**src/rtl/rr_decode_arbiter4.sv**
```systemverilog
// Four-requester round-robin arbiter with a bounded hold time and one dead cycle
// between grants; the owner is carried as index+enable and decoded to a one-hot grant.
module rr_decode_arbiter4 #(
  parameter int unsigned MAX_HOLD = 8
) (
  input  logic       clk,
  input  logic       rst,
  input  logic [3:0] req,
  output logic [3:0] gnt,
  output logic [1:0] gnt_idx,
  output logic       gnt_en,
  output logic       busy,
  output logic       timeout
);

  // state | meaning
  // IDLE  | no owner, arbitrating every cycle
  // GRANT | gnt_idx owns the resource, hold_cnt counts its cycles
  // GAP   | one dead cycle after a release, arbitrating for the next owner

  localparam int unsigned HW = $clog2(MAX_HOLD + 1);
  localparam logic [HW-1:0] HOLD_LAST = HW'(MAX_HOLD - 1);

  typedef enum logic [1:0] {
    S_IDLE  = 2'd0,
    S_GRANT = 2'd1,
    S_GAP   = 2'd2
  } state_t;

  state_t        state_q, state_d;
  logic [1:0]    gnt_idx_q, gnt_idx_d;
  logic          gnt_en_q, gnt_en_d;
  logic [3:0]    gnt_q, gnt_d;
  logic          busy_q, busy_d;
  logic          timeout_q, timeout_d;
  logic [1:0]    ptr_q, ptr_d;
  logic [HW-1:0] hold_cnt_q, hold_cnt_d;

  logic       win_found;
  logic [1:0] win_idx;
  logic [1:0] cand;

  // Rotating priority scan starting at ptr.
  always_comb begin
    win_found = 1'b0;
    win_idx   = ptr_q;
    cand      = ptr_q;
    for (int k = 0; k < 4; k++) begin
      cand = ptr_q + 2'(k);
      if (!win_found && req[cand]) begin
        win_found = 1'b1;
        win_idx   = cand;
      end
    end
  end

  always_comb begin
    state_d    = state_q;
    gnt_idx_d  = gnt_idx_q;
    gnt_en_d   = gnt_en_q;
    timeout_d  = 1'b0;
    ptr_d      = ptr_q;
    hold_cnt_d = hold_cnt_q;

    case (state_q)
      S_IDLE, S_GAP: begin
        hold_cnt_d = '0;
        if (win_found) begin
          state_d   = S_GRANT;
          gnt_idx_d = win_idx;
          gnt_en_d  = 1'b1;
        end else begin
          state_d  = S_IDLE;
          gnt_en_d = 1'b0;
        end
      end
      S_GRANT: begin
        // A dropped request wins over the hold limit, so no timeout then.
        if (!req[gnt_idx_q]) begin
          state_d    = S_GAP;
          gnt_en_d   = 1'b0;
          ptr_d      = gnt_idx_q + 2'd1;
          hold_cnt_d = '0;
        end else if (hold_cnt_q == HOLD_LAST) begin
          state_d    = S_GAP;
          gnt_en_d   = 1'b0;
          timeout_d  = 1'b1;
          ptr_d      = gnt_idx_q + 2'd1;
          hold_cnt_d = '0;
        end else begin
          hold_cnt_d = hold_cnt_q + HW'(1);
        end
      end
      default: begin
        state_d    = S_IDLE;
        gnt_en_d   = 1'b0;
        hold_cnt_d = '0;
      end
    endcase

    busy_d = (state_d != S_IDLE);
    gnt_d  = gnt_en_d ? (4'b0001 << gnt_idx_d) : 4'b0000;
  end

  always_ff @(posedge clk or posedge rst) begin
    if (rst) begin
      state_q    <= S_IDLE;
      gnt_idx_q  <= 2'd0;
      gnt_en_q   <= 1'b0;
      gnt_q      <= 4'b0000;
      busy_q     <= 1'b0;
      timeout_q  <= 1'b0;
      ptr_q      <= 2'd0;
      hold_cnt_q <= '0;
    end else begin
      state_q    <= state_d;
      gnt_idx_q  <= gnt_idx_d;
      gnt_en_q   <= gnt_en_d;
      gnt_q      <= gnt_d;
      busy_q     <= busy_d;
      timeout_q  <= timeout_d;
      ptr_q      <= ptr_d;
      hold_cnt_q <= hold_cnt_d;
    end
  end

  assign gnt     = gnt_q;
  assign gnt_idx = gnt_idx_q;
  assign gnt_en  = gnt_en_q;
  assign busy    = busy_q;
  assign timeout = timeout_q;

endmodule
```
**config.mk**
```make
export PLATFORM = sky130hd
export DESIGN_NAME = rr_decode_arbiter4
export DESIGN_NICKNAME = d
export VERILOG_FILES = /design/src/rtl/rr_decode_arbiter4.sv
export SDC_FILE = /design/constraint.sdc
export NUM_CORES = 1
export LEC_CHECK = 0
export CAP_MARGIN = 20
export CORE_MARGIN = 4
export CORE_UTILIZATION = 53
export DETAILED_ROUTE_END_ITERATION = 10
export MAX_ROUTING_LAYER = met4
export PLACE_DENSITY = 0.93
export REMOVE_ABC_BUFFERS = 1
export SLEW_MARGIN = 10
export SYNTH_ARGS = -nofsm -noshare
export SYNTH_HDL_FRONTEND = slang
export SYNTH_SLANG_ARGS = --single-unit
```
**constraint.sdc**
```tcl
create_clock -name clk -period 4.9 [get_ports clk]
set_input_delay 0.98 -clock clk [delete_from_list [all_inputs] [get_ports clk]]
set_output_delay 0.98 -clock clk [all_outputs]
set_load 0.02 [all_outputs]
```
==> impl_metrics.env <==
export IMPL_design_core_area_mm2=0.00137
export IMPL_status="finished, final reports clean"
export IMPL_drv_slew=0
export IMPL_synth_cells=72
export IMPL_clkPwrFrac_pct=12.9
export IMPL_synth_top_family_by_area="simple AND/OR/NAND/NOR gates"
export IMPL_cpPeakStageDelay_ns=0.53
export IMPL_cts_root_buffer="clkbuf_4"
export IMPL_ys_types=33
export IMPL_hold_buffers=0
export IMPL_synth_edf_count=0
export IMPL_synthMuxAreaShare_pct=6.75
export IMPL_die_area_mm2=0.00219
export IMPL_n_fill_cell=115
export IMPL_routed_via_density=5.66
export IMPL_dr_first_iter_drc_count=9
export IMPL_dp_hpwl_mm=1.26
export IMPL_swShare_pct=38.7
export IMPL_htreeDepth=1
export IMPL_drc_errors=0
export IMPL_io_pins=15
export IMPL_async_flop_share_pct=100
export IMPL_switching_power_uw=219
export IMPL_worst_setup_path_start_kind="input pin"
export IMPL_die_h_um=46.8
export IMPL_gp_congestion=0.777
export IMPL_sequentialPowerShare_pct=41.6
export IMPL_cts_sinks=17
export IMPL_die_w_um=46.8
export IMPL_yosys_area_share_simple_pct=21.8
export IMPL_rows=13
export IMPL_layout_min_cycle_time_ns=2.52
export IMPL_dr_pass1_iters=4
export IMPL_crit_buf_inv=1
export IMPL_wl_mm=1.60
export IMPL_cts_resized_gates=0
export IMPL_nNetsFinal=97
export IMPL_p_int_uw=347
export IMPL_tightest_slew_ns=0.598
export IMPL_cts_tree="yes"
export IMPL_fin_crit_sh_pct=51.5
export IMPL_grt_first_pass_wirelength_mm=2.56
export IMPL_design_area_um2=977
export IMPL_syn_avg_cell_area_um2=11.1
export IMPL_cp_arrival_ns=2.70
export IMPL_critPathMaxFanout=6
export IMPL_wl_per_cell_um=15.4
export IMPL_cp_end_kind="register"
export IMPL_synth_compound_area_share_pct=11.1
export IMPL_grt_pass1_vias=583
export IMPL_postSynthRegisterBits=17
export IMPL_required_ns=5.08
export IMPL_setup_viol=0
export IMPL_slew_headroom_pct=59.1
export IMPL_critical_path_cell_chain="clkdlybuf4s50_1, nor4_1, or2_0, o31ai_2, a21boi_1"
export IMPL_maxCapViolCount=0
export IMPL_cts_setup_buffers=0
export IMPL_start_util_pct=58.3
export IMPL_leakagePower_uw=0.000441
export IMPL_path_clk_slew_ns=0.09
export IMPL_drive_above_1_share_pct=10.1
export IMPL_crit_type="input pin to register"
export IMPL_ys_seq_area_share_pct=53.4
export IMPL_skew_ns=0.000764
export IMPL_syn2layout_area_growth_pct=22.6
export IMPL_hold_viol_final=0
export IMPL_drtAntennaViolNets=0
export IMPL_antenna_found_initial=0
export IMPL_crit_family="simple AND/OR/NAND/NOR gates"
export IMPL_placedInstanceArea_um2=951
export IMPL_rsz0062_at_grt="no"
export IMPL_clockBufferDepth=2
export IMPL_ys_warn_count=0
export IMPL_grt_overflow_total=0
export IMPL_ir_worst_vdd_mv=0.387
export IMPL_numCtsBuffers=3
export IMPL_grt_max_degree=18
export IMPL_synth_adder_area_share_pct=1.57
export IMPL_diodes=0
export IMPL_yosys_area_share_xor_xnor_pct=3.30
export IMPL_vias=589
export IMPL_synth_flop_cell="dfrtp_1"
export IMPL_pwr_share_comb_pct=45.5
export IMPL_track_usage_pct=18.2
export IMPL_synth_area_um2=797
export IMPL_powerDensity_mw_per_mm2=580
export IMPL_hp_class="register to register"
export IMPL_critPathSlowestCell="nor4_1"
export IMPL_max_freq_mhz=397
export IMPL_clk_insertion_delay_late_ns=0.29
export IMPL_tns_ns=0
export IMPL_portBuffers=14
[sequential cells by signal, summed over array words and instances, names as in the netlist]
signal / flops
state_q: 2
busy: 1
ptr_q: 2
gnt_idx: 2
gnt_en: 1
gnt: 4
timeout: 1
hold_cnt_q: 4
[power by group through the flow]
| stage | registers [uW] | logic [uW] | clock network, uW |
|---|---|---|---|
| 2_1_floorplan | 259 | 138 | 0 |
| 3_3_place_gp | 233 | 246 | 0 |
| 3_5_place_dp | 239 | 255 | 0 |
| 4_1_cts | 236 | 257 | 74.6 |
| 5_1_grt | 243 | 280 | 80.9 |
| 6_report | 236 | 258 | 72.8 |
[layout make-up]
class | instances | area (um^2) | area share, %
repair buffers | 14 | 140 | 14.3
multi-input cells | 51 | 355 | 36.4
inverters | 3 | 11.3 | 1.15
clock buffers | 4 | 26.3 | 2.69
flip-flops and latches | 17 | 425 | 43.5
well taps | 15 | 18.8 | 1.92
[synthesized netlist by cell type, types with 2 or more instances]
library cell	instances	area, um^2
xor2_1	2	17.5
dfrtp_1	17	425
nand3_1	3	15.0
o21ai_0	3	15.0
nand2_1	7	26.3
inv_1	3	11.3
nor2_1	6	22.5
and2b_1	2	15.0
a21oi_1	3	15.0
mux2i_1	2	20.0
a21boi_1	2	15.0
[per-layer routing]
metal | vias up | global-route usage [%] | wire [um] | share of wire [%]
met3 | 9 | 4.21 | 81 | 5.1
met4 | 0 | 13.3 | 78 | 4.9
met2 | 17 | 30.1 | 825 | 52
met5 | - | - | 0 | 0
li1 | 286 | - | - | -
met1 | 277 | 18.5 | 614 | 38
[final timing paths]
path / slack, ns / start / cells after the start / endpoint
max: 2.38 / req[0] / 5 / gnt[2]
min: 0.48 / hold_cnt_q[0] / 1 / hold_cnt_q[0]
max reg2reg: 3.05 / gnt_idx[0] / 4 / ptr_q[1]
min reg2reg: 0.48 / hold_cnt_q[0] / 1 / hold_cnt_q[0]
max in group asynchronous: 3.45 / rst / 2 / hold_cnt_q[2]
min in group asynchronous: 1.06 / rst / 2 / hold_cnt_q[3]
[through the flow]
step                hold WS [ns]  power [uW]  instances  utilization, %  worst slack, ns
floorplan                  0.431         396         71               -             2.71
global placement           0.455         480        100            69.6             2.16
detailed placement         0.465         493        100            69.6             2.10
CTS                        0.477         568        104            71.5             2.42
global route               0.525         604        104            71.5             2.29
finish                     0.475         566        104            71.5             2.38
[logic make-up after synthesis]
| family | after synthesis |
|---|---|
| adders and majority gates | 1 |
| muxes | 4 |
| buffers and inverters | 4 |
| and+or+nand+nor | 30 |
| AOI/OAI and AO/OA | 13 |
| DFF | 17 |
| xor gates and xnor gates | 3 |
[cells in the final DEF (no fill, tap or decap), drive strengths merged, types with 2 or more instances in the layout]
cell type	Yosys	layout
nor2b	2	2
inv	3	3
nand2	7	7
mux2i	2	2
xor2	2	2
a21oi	3	3
nor2	6	6
clkbuf	0	4
nand3	3	3
clkdlybuf4s50	0	14
dfrtp	17	17
or2	2	2
o21ai	3	3
and2b	2	2
a21boi	3	3
(Power assumes the default switching activity.)
